==> src/rtl/cnt_mon_pkg.sv <==
// Shared types and defaults for the counter sequence monitor.
package cnt_mon_pkg;

    // Monitor FSM states; the encoding is visible on state_o.
    typedef enum logic [1:0] {
        MS_IDLE  = 2'b00,
        MS_SYNC  = 2'b01,
        MS_TRACK = 2'b10,
        MS_ERROR = 2'b11
    } mon_state_t;

    localparam mon_state_t ST_IDLE  = MS_IDLE;
    localparam mon_state_t ST_SYNC  = MS_SYNC;
    localparam mon_state_t ST_TRACK = MS_TRACK;
    localparam mon_state_t ST_ERROR = MS_ERROR;

    localparam int DEF_CNT_W  = 4;
    localparam int DEF_WRAP_W = 8;

endpackage

==> src/rtl/sat_event_counter.sv <==
// Event counter that saturates at all-ones instead of rolling over.
module sat_event_counter #(
    parameter int W = 8
) (
    input  logic         clk,
    input  logic         clr_i,
    input  logic         inc_i,
    output logic [W-1:0] count_o
);

    localparam logic [W-1:0] ALL_ONES = {W{1'b1}};

    logic [W-1:0] count_q;
    logic [W-1:0] count_d;

    // Clear wins over increment; the increment is gated by a compare against all-ones.
    always_comb begin
        count_d = count_q;
        if (clr_i) begin
            count_d = '0;
        end else if (inc_i && (count_q != ALL_ONES)) begin
            count_d = count_q + {{(W-1){1'b0}}, 1'b1};
        end
    end

    // Count register.
    always_ff @(posedge clk) begin
        count_q <= count_d;
    end

    assign count_o = count_q;

endmodule

==> src/rtl/count_seq_monitor.sv <==
// Checks that an upstream free-running counter advances by exactly +1 per valid
// sample; reports compare matches, wraps, a saturating wrap tally and a sticky
// sequence error. All outputs are registered with one cycle of latency.
module count_seq_monitor
    import cnt_mon_pkg::*;
#(
    parameter int CNT_W  = DEF_CNT_W,
    parameter int WRAP_W = DEF_WRAP_W
) (
    input  logic              clk,
    input  logic              reset,
    input  logic              en,
    input  logic [CNT_W-1:0]  cnt_in,
    input  logic              arm,
    input  logic              clear_err,
    input  logic [CNT_W-1:0]  cmp_val,
    output logic              match_pulse,
    output logic              wrap_pulse,
    output logic [WRAP_W-1:0] wrap_count,
    output logic              seq_err,
    output logic              locked,
    output logic [1:0]        state_o
);

    localparam logic [CNT_W-1:0] CNT_MAX = {CNT_W{1'b1}};
    localparam logic [CNT_W-1:0] CNT_ONE = {{(CNT_W-1){1'b0}}, 1'b1};

    mon_state_t       state_q, state_d;
    logic [CNT_W-1:0] prev_q, prev_d;
    logic             seq_err_q, seq_err_d;
    logic             locked_q, locked_d;
    logic             match_q, match_d;
    logic             wrap_q, wrap_d;
    logic             wrap_inc;
    logic             wrap_clr;
    logic [CNT_W-1:0] exp_cnt;

    // Expected next count: CNT_W-bit add, carry dropped so MAX+1 becomes 0.
    assign exp_cnt = prev_q + CNT_ONE;

    // Next-state and registered-output logic; arm=0 overrides clear_err and en.
    always_comb begin
        state_d   = state_q;
        prev_d    = prev_q;
        seq_err_d = seq_err_q;
        match_d   = 1'b0;
        wrap_d    = 1'b0;
        wrap_inc  = 1'b0;
        wrap_clr  = 1'b0;

        if (!arm) begin
            state_d = ST_IDLE;
        end else begin
            unique case (state_q)
                MS_IDLE: begin
                    state_d = ST_SYNC;
                end
                MS_SYNC: begin
                    // First sample only seeds prev; nothing to compare against yet.
                    if (en) begin
                        prev_d  = cnt_in;
                        state_d = ST_TRACK;
                    end
                end
                MS_TRACK: begin
                    if (en) begin
                        if (cnt_in == exp_cnt) begin
                            prev_d  = cnt_in;
                            match_d = (cnt_in == cmp_val);
                            if (prev_q == CNT_MAX) begin
                                wrap_d   = 1'b1;
                                wrap_inc = 1'b1;
                            end
                        end else begin
                            state_d   = ST_ERROR;
                            seq_err_d = 1'b1;
                        end
                    end
                end
                MS_ERROR: begin
                    // A sample coinciding with clear_err is dropped; SYNC takes the next one.
                    if (clear_err) begin
                        state_d   = ST_SYNC;
                        seq_err_d = 1'b0;
                        wrap_clr  = 1'b1;
                    end
                end
                default: begin
                    state_d = ST_IDLE;
                end
            endcase
        end

        locked_d = (state_d == ST_TRACK);
    end

    // State, history and output registers; reset clears everything including the sticky error.
    always_ff @(posedge clk) begin
        if (reset) begin
            state_q   <= ST_IDLE;
            prev_q    <= '0;
            seq_err_q <= 1'b0;
            locked_q  <= 1'b0;
            match_q   <= 1'b0;
            wrap_q    <= 1'b0;
        end else begin
            state_q   <= state_d;
            prev_q    <= prev_d;
            seq_err_q <= seq_err_d;
            locked_q  <= locked_d;
            match_q   <= match_d;
            wrap_q    <= wrap_d;
        end
    end

    sat_event_counter #(
        .W (WRAP_W)
    ) u_wrap_cnt (
        .clk     (clk),
        .clr_i   (reset | wrap_clr),
        .inc_i   (wrap_inc & ~reset),
        .count_o (wrap_count)
    );

    assign match_pulse = match_q;
    assign wrap_pulse  = wrap_q;
    assign seq_err     = seq_err_q;
    assign locked      = locked_q;
    assign state_o     = state_q;

endmodule

==> config.mk <==
export PLATFORM = sky130hd
export DESIGN_NAME = count_seq_monitor
export DESIGN_NICKNAME = d
export VERILOG_FILES = /design/src/rtl/cnt_mon_pkg.sv /design/src/rtl/sat_event_counter.sv /design/src/rtl/count_seq_monitor.sv
export SDC_FILE = /design/constraint.sdc
export NUM_CORES = 1
export LEC_CHECK = 0
export ABC_AREA = 1
export ABC_CLOCK_PERIOD_IN_PS = 1700
export CAP_MARGIN = 20
export CORE_AREA = 2 2 58 49
export DETAILED_ROUTE_END_ITERATION = 7
export DIE_AREA = 0 0 60 51
export GPL_TIMING_DRIVEN = 0
export HOLD_SLACK_MARGIN = 0.05
export PLACE_DENSITY = 0.74
export RECOVER_POWER = 50
export REMOVE_ABC_BUFFERS = 1
export SYNTH_ARGS = -nofsm -noshare
export SYNTH_HDL_FRONTEND = slang
export SYNTH_SLANG_ARGS = --single-unit
==> constraint.sdc <==
create_clock -name clk -period 1.7 [get_ports clk]
set_input_delay 0.34 -clock clk [delete_from_list [all_inputs] [get_ports clk]]
set_output_delay 0.34 -clock clk [all_outputs]
set_load 0.1 [all_outputs]
* Word level (Yosys, flattened, before mapping)
Cells that the tools add are included.
** Storage, ports and cells
- Bits in registers :: 18
- Logic and storage cells :: 58
- Output and inout bits :: 14
- Bits of input ports :: 13
** Operators by class
- Equal/unequal tests :: 13
- Muxes and demuxes :: 22
- Add/subtract/negate cells :: 2
- Bitwise gates (word level) :: 7
- Reductions and logical operators :: 7
** Operator list (count)
- 2-to-1 mux 4 bit :: 3
- 2-to-1 mux 1 bit :: 11
- 2-to-1 mux 2 bit :: 5
- inequality test 2 bit (second input constant) :: 5
- AND reduction 5 bit :: 2
- adder 8 x 1 -> 8 bit (second input constant) :: 1
- equality test 4 bit :: 2
- inequality test 8 bit (second input constant) :: 1
- one-hot mux 2 bit (4 select lines) :: 1
- one-hot mux 4 bit (2 select lines) :: 1
- equality test 2 bit (second input constant) :: 3
- NOT 1 bit :: 5
- OR reduction 5 bit :: 1
- adder 4 x 1 -> 4 bit (second input constant) :: 1
- equality test 4 bit (second input constant) :: 1
- nonzero test 2 bit :: 2
- equality test 2 x 1 -> 1 bit (second input constant) :: 1
- logical NOT 2 bit :: 1
- one-hot mux 1 bit (2 select lines) :: 1
- bitwise AND 1 bit :: 1
- logical AND 1 bit :: 1
- bitwise OR 1 bit :: 1

* Longest topological paths before layout
- Depth after elaboration :: 8
- Gate-level depth with buffers :: 13
- Gate-level depth less buffers :: 13

* Hierarchy
Synthesis repeated with hierarchy kept, for this count alone.
** Unflattened totals
- Cells, all modules :: 181
- Area total of the unflattened synthesis :: 1133.6 um2
** By module, submodules not included
- count_seq_monitor :: seq. area each 200.2 um2, area each 649.4 um2, cells each 104, times used 1
- sat_event_counter :: seq. area each 160.2 um2, area each 484.2 um2, cells each 77, times used 1

* Worst setup path before layout
OpenSTA, ideal clock, no wires.
- Path type :: flip-flop to flip-flop
- From :: register u_wrap_cnt.count_q[0], in the netlist u_wrap_cnt.count_o[0]
- To :: register u_wrap_cnt.count_q[2], in the netlist u_wrap_cnt.count_o[2]
- Path buffers :: 0
- Data required time :: 1.580 ns
- Setup slack :: -0.582 ns
- Clock period less this slack :: 2.282 ns
- Library setup time :: 0.120 ns
- Arrival time :: 2.162 ns
- Cell stages (with the launch flop) :: 8
- Cells stage by stage :: dfxtp_1 -> ha_1 -> nand4_1 -> nor3_1 -> nor2_4 -> nand2_1 -> xor2_1 -> nor2_1
** Between the ends
- Word-level cells in the longest chain between the ends :: 2
- Elaborated cells on any way between the ends :: 3
- Those cells by class :: 1 x add/sub; 1 x eq/ne; 1 x reduce/logical
** RTL lines
- start, declared :: line sat_event_counter.sv:13 : logic [W-1:0] count_q;
- start signal, assigned :: line sat_event_counter.sv:28 : count_q <= count_d;
- branches (longest 2 deep; another with adder 8 x 1 -> 8 bit)
Parallel ways; which one is timed is not known.
A chain may end at the register's enable or synchronous reset.

* Worst setup path after layout
- From :: register prev_q[1]
- To :: register u_wrap_cnt.count_q[3], in the netlist u_wrap_cnt.count_o[3]
** Between the ends
- Word-level cells in the longest chain between the ends :: 8
- Elaborated cells on any way between the ends :: 10
- Those cells by class :: 1 x add/sub; 2 x eq/ne; 5 x mux; 1 x bitwise; 1 x reduce/logical
** RTL lines
- start, declared :: line count_seq_monitor.sv:29 : logic [CNT_W-1:0] prev_q, prev_d;
- start signal, assigned :: line count_seq_monitor.sv:108 : prev_q <= prev_d;
- adder 4 x 1 -> 4 bit / equality test 4 bit (equally long branches) :: line count_seq_monitor.sv:39, count_seq_monitor.sv:70
- equality test 4 bit / 2-to-1 mux 1 bit (equally long branches) :: line count_seq_monitor.sv:67, count_seq_monitor.sv:70
- 2-to-1 mux 1 bit (*) :: line count_seq_monitor.sv:67 : if (cnt_in == exp_cnt) begin
- 2-to-1 mux 1 bit (*) :: line count_seq_monitor.sv:66 : if (en) begin
- 2-to-1 mux 1 bit (*) :: line count_seq_monitor.sv:54 : unique case (state_q)
- 2-to-1 mux 1 bit (*)
- bitwise AND 1 bit (*) :: line count_seq_monitor.sv:121 : .inc_i (wrap_inc & ~reset),
- logical AND 1 bit (*) :: line sat_event_counter.sv:21 : end else if (inc_i && (count_q != ALL_ONES)) begin
Mark *: on every way between the ends. The rest lies on a longest branch, timed or not.

==> results.md <==
* Outcome: complete, but fails checks
* Failing checks: setup timing
* DRC Markers at 0
* Port bufs at 26
* Sequential area share after synthesis at 36.7%
* Largest net degree at the start of global routing at 10
* Routed WL per cell at approximately 12 um
* Worst-Skew Late Latency at ~0.29 ns
* Psw at 0.204 mW
* CTS sink cnt at 18
* Required arrival time at the worst endpoint at 1.93 ns
* Worst-Margin Slew at 0.553 ns
* Max frequency at 544 MHz
* Fin nets at 201
* Worst Hold Class: reg2reg
* Syn avg cell area at slightly below 7 um^2
* Tcrit/Tclk final at 108%
* Post-Synthesis Cells at 143
* Fin. max-slew vios at 0
* Overall die width at 60 um
* Total Power at 0.777 mW
* Max cap viols at 0
* Area Growth Syn to Fin at 51.2%
* CP Cell Sequence: ha_4 > xnor2_2 > nand3_1 > nor2_2 > nand4_2 > nor2_4 > buf_4 > buf_6 > nand3b_1 > a21oi_2
* Std-Cell Rows at 17
* Worst-path clk slew at 0.10 ns
* GP Congestion at ~0.87
* Most common cell after layout, fill and taps aside: nand2_1
* Slowest cell on crit path: dfxtp_4
* IO Pins at 27
* Tmin final at roughly 1.8 ns
* Yosys reg bits at 18
* Synthesized area at 982 um^2
* Routed vias/inst at a little under 5
* Clock Tree Buf Depth at 2
* Switching Share at 26.3%
* Worst Path Max Fanout at 5
* Slew Limit Headroom at a little under two thirds
* Maximum vdd ir drop at 0.301 mV
* Most frequent cells in the layout: 25 x nand2_1, 18 x inv_1, 18 x nor2_1, 16 x dfxtp_1, 13 x clkdlybuf4s15_2
* Post-route ant nets at 0
* Clock share of power at 26.2%
* Cell family with most CP delay: simple AND/OR/NAND/NOR gates
* First-pass GRT wire length at 4.31 mm
* Worst Skew at 0.00724 ns
* CTS tree: yes
* Die height at 51 um
* Core Footprint at 2570 um^2
* Critical path class: reg2reg
* Die area at 3060 um^2
* Startpoint types: flip-flop
* Fin. Hold Viols at 0
* CTS root buffer: clkbuf_4
* Tot GR Track Use at a little under a fifth
* Overflow after GRT at 0
* Initial DRC Count at 55
* Min Hold Slack at 0.497 ns
* # H-tree levels at 1
* First-pass iteration count of the detailed router at 4
* Dpl ws at -0.415 ns
* Antenna diode count at 0
* Initial antenna violation count at 0
* HPWL after DPL at 1.74 mm
* WP buf/inv at 2
* Cell internal pwr at 0.573 mW
* Fillers at 226
* Final wirelength at 2.59 mm
* Share of cells above drive strength 1 at 27.7%
* Final setup vio count at 11
* YS warnings at 0
* Via count at 1089
* Cts hold-fix bufs at 0
* Gate power share at 18.1%
* TritonCTS Buffers at 3
* Leakage power at 0.609 nW
* Pwr/cell area at approximately 520 nW/um^2
* RSZ-0062 raised after global routing: true
* Vias in the first global route at 1108
* Sequential share of power at 55.8%
* Initial core utilization at 38.2%
* Final setup margin at -0.138 ns
* Arrival time worst endpoint at about 2.1 ns
* Synth cell types at 26
* CP Capture Type: flip-flop
* CP max stage delay at 0.37 ns
power groups by stage:
stage	Clock, mW	Sequential, mW	Combinational (mW)
global route	0.224	0.434	0.151
floorplan	0	0.461	0.0468
detailed placement	0	0.443	0.115
finish	0.203	0.433	0.140
global placement	0	0.443	0.113
CTS	0.213	0.434	0.134
final cells by class:
type | count | area, um^2 | area share (%)
multi-input cells | 103 | 601 | 40.4
clock buffers | 3 | 22.5 | 1.52
well taps | 38 | 47.5 | 3.20
flip-flops and latches | 18 | 365 | 24.6
inverters | 22 | 82.6 | 5.56
repair buffers | 38 | 367 | 24.7
sequential cells by signal, summed over array words and instances, names as in the netlist:
| register | cells |
|---|---|
| locked | 1 |
| match_pulse | 1 |
| prev_q | 4 |
| seq_err | 1 |
| state_o | 2 |
| u_wrap_cnt.count_o | 8 |
| wrap_pulse | 1 |
tightest hold or removal path, cell delays in order (launching register included):
cell and delay (ns):
dfxtp_1 0.34, nand2_1 0.06, a21oi_1 0.06
timing repair:
action,4_1_cts,5_1_grt
cloned,0,0
endpoints found under the setup margin,25,17
pin swaps,4,7
buffers inserted,9,3
endpoints found under the hold margin,0,0
gates resized for setup,52,12
Yosys cell counts:
cell       n  area share [%]
nand2_1   28              11
xnor2_1    5             4.5
nor2_2     1            0.64
ha_1       2             2.5
nor2_1    20             7.6
o21ai_1    5             2.5
nand4_1    7             4.5
nor3_1     2             1.0
a31oi_1    1            0.64
o211ai_1   1            0.76
inv_2      4             1.5
and2_1     1            0.64
or2_2      1            0.64
a21oi_2    1            0.89
nand4_2    1             1.3
nor2_4     1             1.1
nand3b_1   1            0.76
nor4_1     2             1.3
xor2_1     2             1.8
nand3_1    8             4.1
o21ai_0    2             1.0
dfxtp_1   18              37
inv_1     18             6.9
a21oi_1    9             4.6
o21bai_1   1            0.76
or2_0      1            0.64
kinds of logic after synthesis:
| kind of cell | Yosys count | share of synthesized area (%) |
|---|---|---|
| adders and majority gates | 2 | 2.55 |
| buffers and inverters | 22 | 8.41 |
| AOI/OAI and AO/OA | 20 | 11.2 |
| xor gates and xnor gates | 7 | 6.24 |
| DFF | 18 | 36.7 |
| and+or+nand+nor | 74 | 34.9 |
through the flow:
step / instances / cell area [um^2] / TNS (ns) / utilization (%)
floorplan: 143 / 982 / -6.76 / -
global placement: 207 / 1290 / -5.22 / 50.1
detailed placement: 207 / 1290 / -6.04 / 50.1
CTS: 219 / 1440 / -0.375 / 55.8
global route: 222 / 1490 / -2.23 / 57.7
finish: 222 / 1490 / -1.00 / 57.7
metal layers:
| layer | share of wire, % | track usage (%) | wire length [um] | vias up |
|---|---|---|---|---|
| met5 | 0 | 0 | 0 | - |
| met4 | 2.6 | 7.41 | 67 | 0 |
| met3 | 5.0 | 5.57 | 129 | 8 |
| met2 | 52 | 33.9 | 1340 | 31 |
| met1 | 41 | 18.4 | 1050 | 497 |
| li1 | - | - | - | 553 |
path summary, 6_finish.rpt:
kind,slack (ns),start,cells past startpoint,end
worst max-delay path,-0.14,prev_q[1],10,u_wrap_cnt.count_o[3]
worst min-delay path,0.50,u_wrap_cnt.count_o[7],2,u_wrap_cnt.count_o[7]
worst min register to register,0.50,u_wrap_cnt.count_o[7],2,u_wrap_cnt.count_o[7]
worst max register to register,-0.14,prev_q[1],10,u_wrap_cnt.count_o[3]
Power figures use the tool's default switching activity.
==> edit 1 (config.mk and constraints unchanged) <==
`DEF_WRAP_W`: 8 -> 6.
--- a/src/rtl/cnt_mon_pkg.sv
+++ b/src/rtl/cnt_mon_pkg.sv
@@ -16,5 +16,5 @@
 
     localparam int DEF_CNT_W  = 4;
-    localparam int DEF_WRAP_W = 8;
+    localparam int DEF_WRAP_W = 6;
 
 endpackage
Ports: changed (resized wrap_count); port bits go from 27 to 25. The function was not compared with the original's and may differ.
==> edit 1 against the original RTL <==
  * Wire length down 12%
  * Sequential share of layout area down 0.61 points
  * Via count down 10%
  * Power up 1.7%
  * Area after synthesis down 3.1%
  * Sequential cell count down 2
  * Combinational power about the same
  * Clock power up 29%
  * Sequential power down 10%
  * Hold slack worse by 0.075 ns
  * Cell area down 8.7%
  * Worst setup slack better by 0.16 ns
  * Largest power group unchanged
==> edit 1: results (changes against the original RTL) <==
| Metric | Value |
|---|---|
| P per Cell Area | `582 mW/mm² (+11%)` |
| Setup Skew | `0.00264 ns (-0.00460 ns)` |
| Clk network pwr share | `33.1% (+6.9 points)` |
| Post-DP HPWL | `1710 µm (-1.7%)` |
| Post-Synth XOR/XNOR Area | `2.76% (-3.5 points)` |
| Worst Hold Class | `input port to flop` |
| IO buf count | `24 (-7.7%)` |
| Synth Area in Compound Gates | `10.8% (-0.43 points)` |
| GRT Overall Usage | `15.7% (-2.5 points)` |
| Worst reg2reg path depth | `9 (-1)` |
| Multi-input gate area | `573 µm² (-4.6%)` |
| Max reg flops | `6 (-2)` |
| Placement Setup Slack | `-0.309 ns (+0.106 ns)` |
| Met2 Routed Length | `1080 µm (-19%)` |
| Adder-cell share of the synthesized area | `2.63% (+0.080 points)` |
| VDD IR-drop max | `0.185 mV (-39%)` |
| Multi-In Gates | `102 (-0.97%)` |
| P_int | `0.568 mW (-0.81%)` |
| Total number of vias | `977 (-10%)` |
| Inverters | `23 (+4.5%)` |
| Layout non-clock buf frac | `21.2% (-3.5 points)` |
| Drt wl/cell | `10.8 µm (-7.2%)` |
| Worst-path fanout max | `8 (+3)` |
| Leakage | `0.569 nW (-6.6%)` |
| Sequential-to-total area share from yosys stat | `33.6% (-3.0 points)` |
| Buffers excl. clock | `28 (-26%)` |
| Gpl congestion | `0.792 (-8.5%)` |
| Synth cell types | `24 (-7.7%)` |
| Met3 WL | `86 µm (-33%)` |
| Placed cell count | `203 (-1.9%)` |
| Fraction of area in registers | `24.0% (-0.61 points)` |
| Hold Crit Depth | `5 (+3)` |
| Outcome | `finished, final reports clean` |
| Clock buffers | `4 (+1)` |
| First-pass GRT wire length | `3640 µm (-16%)` |
| Filler cells | `241 (+6.6%)` |
| Slew @ Worst Pin | `0.550 ns (-0.00267 ns)` |
| Share of layout cells above drive strength 1 | `26.0% (-1.7 points)` |
| Comb pwr share | `17.7% (-0.4 points)` |
| M3 GR Usage | `2.28% (-3.3 points)` |
| Wl on met1 | `1070 µm (+2.1%)` |
| Met2 usage | `26.3% (-7.6 points)` |
| Met1 Track Usage GR | `19.8% (+1.4 points)` |
| Post-Route WL | `2280 µm (-12%)` |
| #FFs+latches synth | `16 (-2)` |
| P&R area growth vs syn | `42.4%` |
| ClkCell Share | `2.68% (+1.2 points)` |
-- edit 1: path summary, 6_finish.rpt --
kind              startpoint                     to  slack [ns]
setup / recovery   prev_q[0]  u_wrap_cnt.count_o[0]        0.03
hold / removal     cnt_in[0]              prev_q[0]        0.42
setup reg to reg   prev_q[0]  u_wrap_cnt.count_o[0]        0.03
hold reg to reg      seq_err                seq_err        0.47
-- edit 1: timing repair --
| action | CTS | global route |
|---|---|---|
| setup buffers | 1 | 3 |
| setup endpoints to repair | 17 | 11 |
| pin swaps | 2 | 4 |
| resized for setup | 41 | 12 |
-- edit 1: critical path, stage by stage (launching register included) --
cell     delay [ns]
dfxtp_4        0.38
ha_4           0.27
inv_2          0.04
nand2_2        0.05
nand4_1        0.13
nor2_4         0.16
buf_6          0.12
nand4_4        0.12
or2_0          0.23
a21oi_1        0.12
==> edit 2 (config.mk and constraints unchanged) <==
Without the edit above. The output `match_pulse` loses its register stage (`match_q` becomes a continuous assignment).
--- a/src/rtl/count_seq_monitor.sv
+++ b/src/rtl/count_seq_monitor.sv
@@ -102,5 +102,4 @@
             seq_err_q <= 1'b0;
             locked_q  <= 1'b0;
-            match_q   <= 1'b0;
             wrap_q    <= 1'b0;
         end else begin
@@ -109,8 +108,9 @@
             seq_err_q <= seq_err_d;
             locked_q  <= locked_d;
-            match_q   <= match_d;
             wrap_q    <= wrap_d;
         end
     end
+
+    assign match_q = match_d;
 
     sat_event_counter #(
Formal check against the unedited RTL: not equivalent (Yosys sat finds a counterexample within 4 cycles, from zero or initial values and one cycle with reset high).
==> edit 2 against the original RTL <==
  * The flow still finishes with violations (negative setup slack)
  * Power fell by 2.3%
  * Sequential cell count fell by 1
  * Area after synthesis fell by 1.1%
  * Wire length fell by 4.5%
  * Clock skew fell by 0.0044 ns
  * Cell area fell by 1.2%
  * Clock power rose by 8%
  * Worst setup slack got worse by 0.061 ns
  * Die area did not move
  * Global-route usage fell by 0.97 points
  * Non-clock buffer count fell by 6
==> edit 2: results (changes against the original RTL) <==
| Metric | Value |
|---|---|
| Outcome | `complete, but fails checks` |
| Failing checks | `negative setup slack` |
| Hold_sp | `arm` |
| Sequential-to-total area share from yosys stat | `35.1% (-1.6 points)` |
| Largest cells by area after synthesis | `dfxtp_1, nand2_1, inv_1` |
| Top cells by count, synth | `nand2_1, inv_1, nor2_1` |
| Post-CTS sizing | `66 (+27%)` |
| Buffers excl. clock | `32 (-16%)` |
| Inverters | `24 (+9.1%)` |
| Final setup viols | `6 (-5)` |
| ClkCell Share | `1.88% (+0.36 points)` |
| Post-Syn Area per Cell | `6.74 µm² (-1.8%)` |
| First-pass GRT wire length | `4040 µm (-6.2%)` |
| Setup Skew | `0.00286 ns (-0.00437 ns)` |
| Net total in the final layout | `196 (-2.5%)` |
| Synth cell types | `22 (-15%)` |
| First-iteration detailed-routing DRC count | `34 (-38%)` |
| Reg2reg end | `u_wrap_cnt.count_o[0]` |
| CP Capture Point | `match_pulse` |
| Worst reg2reg path depth | `12 (+2)` |
| Slowest CP cell | `dfxtp_2` |
| Postcts setup bufs | `3 (-6)` |
| Post-Synth XOR/XNOR Area | `4.51% (-1.7 points)` |
| Delay of the slowest critical-path stage | `0.35 ns (-0.02 ns)` |
| Post-DP HPWL | `1770 µm (+1.9%)` |
| Share of layout cells above drive strength 1 | `30.0% (+2.3 points)` |
| Final Worst Setup Slack | `-0.198 ns (-0.0608 ns)` |
| Placement Cell Area | `0.00128 mm² (-0.87%)` |
| Filler cells | `235 (+4.0%)` |
| Seq. pwr | `0.412 mW (-4.8%)` |
| Layout non-clock buf frac | `22.3% (-2.3 points)` |
| Hold Crit Depth | `3 (+1)` |
edit 2: logic make-up after synthesis:
kind of cell | Yosys count
adder cells (fa/ha/maj) | 2
AO/OA/AOI/OAI | 18
AND/OR/NAND/NOR | 78
flip-flops | 17
XOR/XNOR | 5
buffers and inverters | 24
edit 2: tightest hold or removal path: cells and delay by family:
kind,cells,cell delay (ns)
AND/OR/NAND/NOR,1,0.12
AO/OA/AOI/OAI,1,0.06
buffers and inverters,1,0.18
edit 2: through the flow:
| stage | power, mW | setup slack, ns |
|---|---|---|
| floorplan | 0.486 | -1.50 |
| global placement | 0.535 | -1.24 |
| detailed placement | 0.538 | -1.28 |
| CTS | 0.758 | -0.234 |
| global route | 0.800 | -0.291 |
| finish | 0.759 | -0.198 |
edit 2: layer usage:
metal | GRT usage, % | up-vias | part of all wire (%)
met1 | 20.8 | 480 | 44
met5 | 0 | - | 0
met4 | 4.81 | 0 | 1.4
li1 | - | 537 | -
met2 | 29.7 | 28 | 51
met3 | 4.56 | 4 | 3.9
